[config.mk]
export PLATFORM = sky130hd
export DESIGN_NAME = alu_op_decode_stage
export DESIGN_NICKNAME = d
export VERILOG_FILES = /design/src/rtl/alu_op_decode_stage.sv
export SDC_FILE = /design/constraint.sdc
export NUM_CORES = 1
export LEC_CHECK = 0
export ABC_AREA = 1
export BUFFER_PORTS_ARGS = -buffer_cell sky130_fd_sc_hd__buf_2
export CAP_MARGIN = 20
export CELL_PAD_IN_SITES_DETAIL_PLACEMENT = 1
export CELL_PAD_IN_SITES_GLOBAL_PLACEMENT = 1
export CORE_UTILIZATION = 31
export CTS_CLUSTER_SIZE = 10
export DETAILED_ROUTE_END_ITERATION = 8
export PLACE_DENSITY = 0.81
export SLEW_MARGIN = 5
export SYNTH_ARGS = -nofsm -noshare
export SYNTH_HDL_FRONTEND = slang
export SYNTH_SLANG_ARGS = --single-unit
[constraint.sdc]
create_clock -name clk -period 2 [get_ports clk]
set_input_delay 0.5 -clock clk [delete_from_list [all_inputs] [get_ports clk]]
set_output_delay 0.5 -clock clk [all_outputs]
set_load 0.01 [all_outputs]
[src/rtl/alu_op_decode_stage.sv]
`default_nettype none
//==============================================================================
// Module      : alu_op_decode_stage
// Description : Decodes a MIPS-I instruction into ALU op/operands and holds it,
//               with destination info, in a one-entry ID/EX valid/ready slot.
//               Optional feature macro: ALU_DEC_OVF_EN (adds ovfChkE output).
// Revision    : 1.0 - initial release
//==============================================================================

`ifndef WORD_WIDTH
`define WORD_WIDTH 32
`endif
`ifndef ALU_OP_LENGTH
`define ALU_OP_LENGTH 4
`endif
`ifndef ALU_AND
`define ALU_AND      4'd0
`define ALU_OR       4'd1
`define ALU_ADD      4'd2
`define ALU_XOR      4'd3
`define ALU_NOR      4'd4
`define ALU_SUB      4'd6
`define ALU_SLT      4'd7
`define ALU_SLTU     4'd8
`define ALU_LS_LEFT  4'd9
`define ALU_LS_RIGHT 4'd10
`define ALU_AS_RIGHT 4'd11
`define ALU_LUI      4'd12
`endif

module alu_op_decode_stage (
    input  logic                      clk,
    input  logic                      rst_n,
    input  logic                      validD,
    output logic                      readyD,
    input  logic [31:0]               instrD,
    input  logic [`WORD_WIDTH-1:0]    rsDataD,
    input  logic [`WORD_WIDTH-1:0]    rtDataD,
    input  logic                      flushE,
    output logic                      validE,
    input  logic                      readyE,
    output logic [`ALU_OP_LENGTH-1:0] aluOpE,
    output logic [`WORD_WIDTH-1:0]    SrcA,
    output logic [`WORD_WIDTH-1:0]    SrcB,
    output logic [4:0]                writeRegE,
    output logic                      regWriteE,
    output logic                      illegalE
`ifdef ALU_DEC_OVF_EN
    ,
    output logic                      ovfChkE
`endif
);

    localparam logic [0:0] c_st_idle = 1'b0;
    localparam logic [0:0] c_st_full = 1'b1;

    localparam logic [5:0] c_opc_rtype = 6'h00;
    localparam logic [5:0] c_opc_addi  = 6'h08;
    localparam logic [5:0] c_opc_addiu = 6'h09;
    localparam logic [5:0] c_opc_slti  = 6'h0A;
    localparam logic [5:0] c_opc_sltiu = 6'h0B;
    localparam logic [5:0] c_opc_andi  = 6'h0C;
    localparam logic [5:0] c_opc_ori   = 6'h0D;
    localparam logic [5:0] c_opc_xori  = 6'h0E;
    localparam logic [5:0] c_opc_lui   = 6'h0F;
    localparam logic [5:0] c_opc_lw    = 6'h23;
    localparam logic [5:0] c_opc_sw    = 6'h2B;

    localparam logic [5:0] c_fn_sll  = 6'h00;
    localparam logic [5:0] c_fn_srl  = 6'h02;
    localparam logic [5:0] c_fn_sra  = 6'h03;
    localparam logic [5:0] c_fn_sllv = 6'h04;
    localparam logic [5:0] c_fn_srlv = 6'h06;
    localparam logic [5:0] c_fn_srav = 6'h07;
    localparam logic [5:0] c_fn_add  = 6'h20;
    localparam logic [5:0] c_fn_addu = 6'h21;
    localparam logic [5:0] c_fn_sub  = 6'h22;
    localparam logic [5:0] c_fn_subu = 6'h23;
    localparam logic [5:0] c_fn_and  = 6'h24;
    localparam logic [5:0] c_fn_or   = 6'h25;
    localparam logic [5:0] c_fn_xor  = 6'h26;
    localparam logic [5:0] c_fn_nor  = 6'h27;
    localparam logic [5:0] c_fn_slt  = 6'h2A;
    localparam logic [5:0] c_fn_sltu = 6'h2B;

    localparam int c_ww = `WORD_WIDTH;

    // Instruction fields
    logic [5:0]  w_opcode;
    logic [4:0]  w_rt;
    logic [4:0]  w_rd;
    logic [4:0]  w_shamt;
    logic [5:0]  w_funct;
    logic [15:0] w_imm;
    logic [c_ww-1:0] w_imm_sext;
    logic [c_ww-1:0] w_imm_zext;
    logic [c_ww-1:0] w_shamt_ext;

    assign w_opcode    = instrD[31:26];
    assign w_rt        = instrD[20:16];
    assign w_rd        = instrD[15:11];
    assign w_shamt     = instrD[10:6];
    assign w_funct     = instrD[5:0];
    assign w_imm       = instrD[15:0];
    assign w_imm_sext  = {{(c_ww-16){w_imm[15]}}, w_imm};
    assign w_imm_zext  = {{(c_ww-16){1'b0}}, w_imm};
    assign w_shamt_ext = {{(c_ww-5){1'b0}}, w_shamt};

    // Decoder outputs
    logic [`ALU_OP_LENGTH-1:0] w_op;
    logic [c_ww-1:0]           w_src_a;
    logic [c_ww-1:0]           w_src_b;
    logic [4:0]                w_dst;
    logic                      w_store;
    logic                      w_illegal;
    logic                      w_ovf;
    logic                      w_reg_write;
    logic [4:0]                w_write_reg;

    always_comb begin
        w_op      = `ALU_AND;
        w_src_a   = rsDataD;
        w_src_b   = rtDataD;
        w_dst     = w_rt;
        w_store   = 1'b0;
        w_illegal = 1'b0;
        w_ovf     = 1'b0;
        case (w_opcode)
            c_opc_rtype: begin
                w_dst = w_rd;
                case (w_funct)
                    c_fn_add:  begin w_op = `ALU_ADD; w_ovf = 1'b1; end
                    c_fn_addu: w_op = `ALU_ADD;
                    c_fn_sub:  begin w_op = `ALU_SUB; w_ovf = 1'b1; end
                    c_fn_subu: w_op = `ALU_SUB;
                    c_fn_and:  w_op = `ALU_AND;
                    c_fn_or:   w_op = `ALU_OR;
                    c_fn_xor:  w_op = `ALU_XOR;
                    c_fn_nor:  w_op = `ALU_NOR;
                    c_fn_slt:  w_op = `ALU_SLT;
                    c_fn_sltu: w_op = `ALU_SLTU;
                    c_fn_sll:  begin w_op = `ALU_LS_LEFT;  w_src_a = w_shamt_ext; end
                    c_fn_srl:  begin w_op = `ALU_LS_RIGHT; w_src_a = w_shamt_ext; end
                    c_fn_sra:  begin w_op = `ALU_AS_RIGHT; w_src_a = w_shamt_ext; end
                    c_fn_sllv: w_op = `ALU_LS_LEFT;
                    c_fn_srlv: w_op = `ALU_LS_RIGHT;
                    c_fn_srav: w_op = `ALU_AS_RIGHT;
                    default:   w_illegal = 1'b1;
                endcase
            end
            c_opc_addi:  begin w_op = `ALU_ADD;  w_src_b = w_imm_sext; w_ovf = 1'b1; end
            c_opc_addiu: begin w_op = `ALU_ADD;  w_src_b = w_imm_sext; end
            c_opc_lw:    begin w_op = `ALU_ADD;  w_src_b = w_imm_sext; end
            c_opc_sw:    begin w_op = `ALU_ADD;  w_src_b = w_imm_sext; w_store = 1'b1; end
            c_opc_slti:  begin w_op = `ALU_SLT;  w_src_b = w_imm_sext; end
            c_opc_sltiu: begin w_op = `ALU_SLTU; w_src_b = w_imm_sext; end
            c_opc_andi:  begin w_op = `ALU_AND;  w_src_b = w_imm_zext; end
            c_opc_ori:   begin w_op = `ALU_OR;   w_src_b = w_imm_zext; end
            c_opc_xori:  begin w_op = `ALU_XOR;  w_src_b = w_imm_zext; end
            c_opc_lui: begin
                w_op    = `ALU_LUI;
                w_src_a = w_imm_zext;
                w_src_b = '0;
            end
            default: w_illegal = 1'b1;
        endcase

        // Illegal instructions degrade to a harmless AND of zeros
        if (w_illegal) begin
            w_op    = `ALU_AND;
            w_src_a = '0;
            w_src_b = '0;
            w_ovf   = 1'b0;
        end

        w_reg_write = !w_illegal && !w_store && (w_dst != 5'd0);
        w_write_reg = w_reg_write ? w_dst : 5'd0;
    end

    // Handshake
    logic [0:0] r_state;
    logic [0:0] w_state_nxt;
    logic       w_load;

    assign readyD = !validE || readyE;
    assign w_load = validD && readyD && !flushE;

    always_ff @(posedge clk) begin
        if (!rst_n) begin
            r_state <= c_st_idle;
        end else begin
            r_state <= w_state_nxt;
        end
    end

    always_comb begin
        w_state_nxt = r_state;
        case (r_state)
            c_st_idle: begin
                if (w_load) w_state_nxt = c_st_full;
            end
            c_st_full: begin
                if (w_load)                w_state_nxt = c_st_full;
                else if (readyE || flushE) w_state_nxt = c_st_idle;
            end
            default: w_state_nxt = c_st_idle;
        endcase
    end

    always_comb begin
        validE = (r_state == c_st_full);
    end

    // Slot payload only changes on an accepted load, so stalls hold it
    logic [`ALU_OP_LENGTH-1:0] r_op;
    logic [c_ww-1:0]           r_src_a;
    logic [c_ww-1:0]           r_src_b;
    logic [4:0]                r_write_reg;
    logic                      r_reg_write;
    logic                      r_illegal;
    logic                      r_ovf;

    always_ff @(posedge clk) begin
        if (!rst_n) begin
            r_op        <= '0;
            r_src_a     <= '0;
            r_src_b     <= '0;
            r_write_reg <= '0;
            r_reg_write <= 1'b0;
            r_illegal   <= 1'b0;
            r_ovf       <= 1'b0;
        end else if (w_load) begin
            r_op        <= w_op;
            r_src_a     <= w_src_a;
            r_src_b     <= w_src_b;
            r_write_reg <= w_write_reg;
            r_reg_write <= w_reg_write;
            r_illegal   <= w_illegal;
            r_ovf       <= w_ovf;
        end
    end

    assign aluOpE    = r_op;
    assign SrcA      = r_src_a;
    assign SrcB      = r_src_b;
    assign writeRegE = r_write_reg;
    assign regWriteE = r_reg_write;
    assign illegalE  = r_illegal;

`ifdef ALU_DEC_OVF_EN
    assign ovfChkE = r_ovf;
    logic w_unused;
    assign w_unused = ^instrD[25:21];
`else
    logic w_unused;
    assign w_unused = ^{instrD[25:21], r_ovf};
`endif

endmodule

`default_nettype wire
* After elaboration in Yosys (flattened, before gate mapping)
Cells that the tools add are included.
Widths: inputs -> output; s select.
** Storage, ports and cells
- Register bits after elaboration :: 76
- Input bits :: 101
- Output and inout bits :: 77
- Word-level logic and storage cells :: 74
** Cells by class
- Equality and inequality tests :: 25
- Muxes and demuxes :: 17
- Bitwise logic cells :: 1
- Reductions and logical operators :: 24
** Operators by type and width (number)
- $mux 32 :: 3
- $pmux 32 s3 :: 1
- $eq 6x6->1 const B :: 12
- $pmux 32 s2 :: 1
- $eq 6x4->1 const B :: 8
- $pmux 4 s10 :: 1
- $pmux 4 s7 :: 1
- $eq 6x3->1 const B :: 3
- $reduce_or 16->1 :: 1
- $eq 6x2->1 const B :: 2
- $logic_not 6->1 :: 2
- $mux 5 :: 2
- $reduce_or 10->1 :: 1
- $reduce_or 2->1 :: 5
- $reduce_or 3->1 :: 2
- $reduce_or 6->1 :: 1
- $mux 1 :: 5
- $reduce_bool 5->1 :: 1
- $logic_and 1x1->1 :: 4
- $logic_not 1->1 :: 4
- $mux 4 :: 1
- $pmux 1 s2 :: 2
- $reduce_or 4->1 :: 1
- $logic_or 1x1->1 :: 2
- $not 1->1 :: 1

* Depth between registers and ports, before layout
Gate-level depths: netlist of the first run.
- Word-level depth :: 8
- Depth in mapped cells :: 12

* Worst setup path after synthesis of the first run
Ideal clock, no wire load.
- Path type :: input -> register
- Start point :: input instrD[27]
- End point :: register r_src_b[31] (netlist: SrcB[31])
- Arrival time :: 1619 ps
- Data required time :: 1869 ps
- Slack :: 250 ps
- Stages on the path :: 10
- Buffers on the path :: 1
- Path through :: nand2_1 > inv_2 > nand3_1 > nand2_2 > nor2_4 > nand2_2 > clkbuf_1 > or2_2 > nand2_1 > a21oi_2
** On the way
- Longest elaborated chain between the ends :: 4
- Elaborated cells on any way between the ends :: 17
** RTL lines
- start: declaration :: RTL line 36 : input logic [31:0] instrD,
- $eq 6x4->1 or $eq 6x6->1 (tied branches) :: RTL line 128 : case (w_opcode)
- $reduce_or 10->1 (no source line) (tied with other cells)
- $pmux 1 s2 or $pmux 32 s3 (tied branches) :: RTL line 128
- $mux 32 (*) :: RTL line 169 : if (w_illegal) begin
- end signal: assignment :: RTL line 235 : r_src_b <= w_src_b;
- end: declaration :: RTL line 217 : logic [c_ww-1:0] r_src_b;
Mark *: on every way between the ends. The rest lies on a longest branch, timed or not.
A chain may end at the register's enable or synchronous reset.

* Final worst setup path of the first run
- Start point :: input instrD[3]
- End point :: register r_src_b[18] (netlist: SrcB[18])
** On the way
- Longest elaborated chain between the ends :: 5
- Elaborated cells on any way between the ends :: 20
** RTL lines
- $eq 6x6->1 (tied with other cells) :: RTL line 131 : case (w_funct)
- $reduce_or 16->1 (no source line) (*)
- $mux 1 (*) :: RTL line 131
- $pmux 1 s2 (*) :: RTL line 128
- $mux 32 (*) :: RTL line 169
Marked as above.

==> results of run 1 <==
-- cells in the final DEF (no fill, tap or decap), types with 13 or more instances in the layout --
cell / count
or2_2: 14
buf_2: 172
nand3_1: 18
a21oi_1: 74
buf_4: 21
nor2_1: 23
inv_1: 27
o21ai_0: 42
nand2_1: 192
dfxtp_1: 76
inv_2: 13
-- cells by family (layout without fill, tap and decap cells) --
kind of cell	count (synthesis)	after routing	share of synthesized area, %
AO/OA/AOI/OAI	127	127	17.7
buffers and inverters	67	255	7.95
flip-flops	76	76	40.5
other	0	2	0
AND/OR/NAND/NOR	278	278	33.9
-- critical path, stage by stage --
cell     delay (ns)
buf_2          0.12
inv_2          0.06
nor2_1         0.18
nand3_1        0.11
nand2_1        0.07
nor2_1         0.05
nor2_1         0.18
nand2_4        0.10
buf_12         0.14
nor2_8         0.25
nand2_1        0.12
a21oi_1        0.15
-- sequential cells by signal, summed over array words and instances (netlist names) --
| name | count |
|---|---|
| illegalE | 1 |
| SrcA | 32 |
| regWriteE | 1 |
| aluOpE | 4 |
| SrcB | 32 |
| validE | 1 |
| writeRegE | 5 |
-- path summary, 6_finish.rpt --
check        endpoint  slack [ns]  cells after the start  startpoint
max reg2reg  SrcB[18]        0.42                      8      validE
min reg2reg  SrcA[16]        0.46                      2    SrcA[16]
max          SrcB[18]        0.23                     12   instrD[3]
min            validE        0.35                      2      flushE
-- metrics by stage --
step	area, sq um	setup slack [ns]	hold WS [ns]	instances	total power, uW
floorplan	3760	0.250	0.490	548	1840
global placement	4930	0.00701	0.450	863	2060
detailed placement	4930	-0.121	0.456	863	2080
CTS	5260	0.246	0.338	879	3870
global route	5260	0.0860	0.349	881	3980
finish	5260	0.230	0.350	881	3820
-- area by class of cell --
cell class | instances | share of cell area, %
Antenna cell | 2 | 0.0951
Clock buffer | 10 | 4.54
Clock inverter | 6 | 1.64
Inverter | 40 | 2.85
Multi-Input combinational cell | 405 | 36.9
Sequential cell | 76 | 28.9
Tap cell | 143 | 3.40
Timing Repair Buffer | 199 | 21.6
-- metal layers --
| layer | GRT usage [%] | wire length (um) | part of all wire (%) |
|---|---|---|---|
| met5 | 0 | 0 | 0 |
| met1 | 26.9 | 5650 | 41 |
| met3 | 4.21 | 752 | 5.5 |
| met2 | 40.2 | 6990 | 51 |
| met4 | 8.80 | 278 | 2.0 |
-- where the power goes --
| part | internal (uW) | switching (uW) | total, uW |
|---|---|---|---|
| registers | 1540 | 13.0 | 1550 |
| clock network | 1130 | 651 | 1780 |
| logic | 201 | 288 | 489 |
==> results.py, run 1 <==
metrics = {
    "outcome": {
        "status": "finished, violations left",
        "failed_checks": "design-rule violations",
    },
    "timing": {
        "slew_headroom_pct": 66.4,
        "finalSetupViolations": 0,
        "fmax_mhz": 565,
        "period_share_pct": 88.5,
        "finalHoldViolations": 0,
        "slew_viol_final": 0,
        "min_period_ns": 1.77,
        "fin_setup_tns_ns": 0,
        "rsz0062_at_grt": "no",
        "worst_slew_pin_slew_ns": 0.503,
        "skew_ns": 0.00791,
    },
    "floorplanning": {
        "fp.dieH_um": 112,
        "num_rows": 39,
        "io-pin-count": 178,
        "core-area_sq_um": 11600,
        "fp.dieArea_sq_um": 12600,
        "start_util_pct": 32.4,
        "fp.dieW_um": 112,
    },
    "cells_and_area": {
        "final_util_pct": 45.3,
        "register_area_sq_um": 1520,
        "multi_input_area_sq_um": 1940,
        "area.growth.synth_to_final_pct": 39.9,
        "drive_gt1_share_pct": 36.4,
        "nNetsFinal": 832,
        "final.fill_count": 1561,
    },
    "clock_tree": {
        "numCtsBuffers": 9,
        "cts_root_buf": "clkbuf_16",
        "cts_tree": "done",
        "htreeDepth": 3,
        "cts.repair.resized": 0,
        "clock_latency_ns": 0.34,
        "clockBufferDepth": 2,
        "cts_hold_buf": 0,
        "cts_setup_buffers": 0,
        "cts_sinks": 76,
        "clk_pin_slew_ns": 0.06,
    },
    "pwr": {
        "cellPowerDensity_nw_per_um2": 726,
        "vdd_drop_max_v": 0.000339,
        "leakage_uw": 0.00255,
    },
    "logic_synthesis": {
        "synth.largest_area_cell": "dfxtp_1",
        "synth_common_cells": "193 x nand2_1, 76 x dfxtp_1, 74 x a21oi_1, 42 x o21ai_0, 28 x inv_1",
        "syn_area_sq_um": 3760,
        "synthTopCellsByArea": "dfxtp_1 40%, nand2_1 19%, a21oi_1 9.9%, o21ai_0 5.6%, inv_1 2.8%",
        "synth.distinct_cells": 31,
        "synthArstFlopShare_pct": 0,
        "yosys_warnings": 0,
        "synthFlopType": "dfxtp_1",
        "yosysTopAreaCellShare_pct": 40.5,
        "synth.most_common_cell": "nand2_1",
        "ys_seq_elements": 76,
        "synthCells": 548,
        "synth_edf_count": 0,
        "syn_nets": 649,
        "synth-seq-area-share_pct": 40.5,
        "avgSynthCellArea_sq_um": 6.86,
    },
    "global_route": {
        "grt_max_degree": 76,
        "antenna_found_initial": 2,
        "grt-ovfl-total": 0,
        "track_usage_pct": 22.6,
        "grt_pass1_wl_um": 22300,
        "grt_pass1_vias": 4383,
    },
    "routing": {
        "wl_um": 13700,
        "via_per_inst": 4.91,
        "firstDrtPassIters": 8,
        "drc": 10,
        "first_iter_violations": 223,
        "drt.antenna.violating_nets": 0,
        "vias": 4327,
        "wl_per_cell_um": 15.5,
    },
    "worst_setup_path": {
        "crit_path_start_kind": "input port",
        "arrival_ns": 2.03,
        "path_class": "input port to register",
        "cp-end-kind": "register",
        "cp_max_fo": 16,
        "required_ns": 2.26,
    },
    "min_path": {
        "hp-class": "input port to register",
    },
    "placed_design": {
        "gp_congestion": 0.877,
        "dp_hpwl_um": 10600,
        "io_buffers": 172,
    },
    "job": {
        "drv_cap": 0,
    },
}
(Power assumes the default switching activity.)
==> inputs of run 2 (changes only) <==
- CORE_MARGIN: unset -> 2
- PLACE_DENSITY: 0.81 -> unset
- PLACE_DENSITY_LB_ADDON: unset -> 0.1
==> run 2 against run 1 <==
  * The flow now finishes without violations
  * Sequential power about the same
  * Die area grew 3.6%
  * Global-route usage decreased by 1.7 points
  * Critical path type unchanged
==> results.py, run 2 (same netlist as run 1, synthesis figures left out) <==
metrics = {
    "worst_setup_path": {
        "cp-end-kind": "register",
        "reg2reg_slack_ns": 0.44,
        "path_class": "input port to register",
        "cp_max_fo": 16,
        "worst_path_largest_cell_delay_ns": 0.20,
        "path_cells": "buf_2 > inv_2 > nor2_1 > nand3_1 > nand2_1 > nor2_1 > nor2_1 > nand2_4 > buf_4 > nor2_8 > nand2_1 > a21oi_1",
        "required_ns": 2.27,
        "r2r-end": "SrcA[18]",
        "arrival_ns": 1.96,
        "ff2ff_path_depth": 8,
        "reg2reg_from": "validE",
        "slowest_stage": "nor2_8",
        "crit_buf_inv": 3,
        "crit_top_cell": "nor2_1",
        "crit_path_start_kind": "input port",
        "cp_top_family": "simple AND/OR/NAND/NOR gates",
    },
    "global_route": {
        "grt_pass1_vias": 4330,
        "grt_pass1_wl_um": 21300,
        "grt_max_degree": 51,
        "grt-ovfl-total": 0,
        "track_usage_pct": 20.9,
        "antenna_found_initial": 0,
    },
    "placed_design": {
        "dp_hpwl_um": 10500,
        "place_ws_ns": -0.0925,
        "gp_congestion": 0.783,
        "io_buffers": 172,
    },
    "clock_tree": {
        "cts_root_buf": "clkbuf_16",
        "cts_sinks": 76,
        "numCtsBuffers": 9,
        "cts.repair.resized": 0,
        "cts_setup_buffers": 0,
        "cts_tree": "done",
        "clock_latency_ns": 0.34,
        "clk_pin_slew_ns": 0.06,
        "clockBufferDepth": 2,
        "cts_hold_buf": 0,
        "htreeDepth": 3,
    },
    "cells_and_area": {
        "nNetsFinal": 836,
        "layout_commonest_cell": "nand2_1",
        "final_util_pct": 43.9,
        "register_area_sq_um": 1520,
        "area.growth.synth_to_final_pct": 39.1,
        "final.fill_count": 1595,
        "multi_input_area_sq_um": 1940,
        "n_antenna_cell": 0,
        "drive_gt1_share_pct": 36.7,
        "layout_common_cells": "192 x nand2_1, 172 x buf_2, 76 x dfxtp_1",
    },
    "timing": {
        "period_share_pct": 84.7,
        "rsz0062_at_grt": "no",
        "holdWs_ns": 0.351,
        "fmax_mhz": 591,
        "finalSetupViolations": 0,
        "worst_slew_pin_slew_ns": 0.521,
        "slew_viol_final": 0,
        "worst_slack_ns": 0.307,
        "finalHoldViolations": 0,
        "slew_headroom_pct": 65.2,
        "min_period_ns": 1.69,
        "skew_ns": 0.00708,
    },
    "floorplanning": {
        "fp.dieArea_sq_um": 13000,
        "fp.dieH_um": 114,
        "num_rows": 40,
        "start_util_pct": 31.6,
        "core-area_sq_um": 11900,
        "io-pin-count": 178,
        "fp.dieW_um": 114,
    },
    "min_path": {
        "hold_path_depth": 2,
        "holdCritStartpoint": "flushE",
        "hp-class": "input port to register",
        "hold_end": "validE",
    },
    "routing": {
        "drc": 0,
        "drt.antenna.violating_nets": 0,
        "wl_um": 13500,
        "firstDrtPassIters": 4,
        "first_iter_violations": 171,
        "via_per_inst": 4.77,
        "vias": 4223,
        "wl_per_cell_um": 15.3,
    },
    "pwr": {
        "leakage_uw": 0.00254,
        "vdd_drop_max_v": 0.000346,
        "cellPowerDensity_nw_per_um2": 703,
    },
    "outcome": {
        "status": "completed",
    },
    "job": {
        "drv_cap": 0,
    },
}
==> run 2: worst max path at each step <==
stage,start,end,slack [ns],cells past startpoint
2_1_floorplan,instrD[27],SrcB[31],0.25,10
3_3_place_gp,instrD[3],SrcA[22],0.0003,12
3_5_place_dp,instrD[3],SrcA[18],-0.09,12
4_1_cts,instrD[3],SrcA[18],0.28,12
5_1_grt,instrD[26],writeRegE[3],0.09,10
6_report,instrD[3],SrcA[18],0.31,12
==> run 2: worst reg2reg max path: cells and delay by family, from the launching register on <==
family,cells,cell delay [ns]
buffers and inverters,1,0.17
DFF,1,0.30
and+or+nand+nor,6,0.90
AOI/OAI and AO/OA,1,0.14
==> run 2: metrics by stage <==
stage	instance area [sq um]	instances	total power, uW	setup TNS, ns
6_report	5230	886	3680	0
5_1_grt	5230	886	3850	0
4_1_cts	5230	886	3730	0
3_5_place_dp	4940	871	2090	-1.19
3_3_place_gp	4940	871	2080	0
2_1_floorplan	3760	548	1840	0
==> run 2: power by group <==
part / internal (uW) / switching (uW) / total (uW)
sequential: 1540 / 12.5 / 1550
combinational: 206 / 293 / 499
clock: 961 / 666 / 1630
==> run 2: cell type report <==
cell class	instances	share of cell area, %
inverter	40	2.87
clock inverter	6	1.24
multi-input combinational	405	37.1
tap	147	3.52
sequential	76	29.1
clock buffer	9	4.31
timing repair buffer	203	21.9
==> run 2: routing by layer <==
| metal | share of wire, % | GRT usage (%) | routed length [um] |
|---|---|---|---|
| met1 | 45 | 25.7 | 6070 |
| met2 | 48 | 36.8 | 6510 |
| met3 | 5.8 | 4.34 | 786 |
| met4 | 1.1 | 6.34 | 155 |
| met5 | 0 | 0 | 0 |
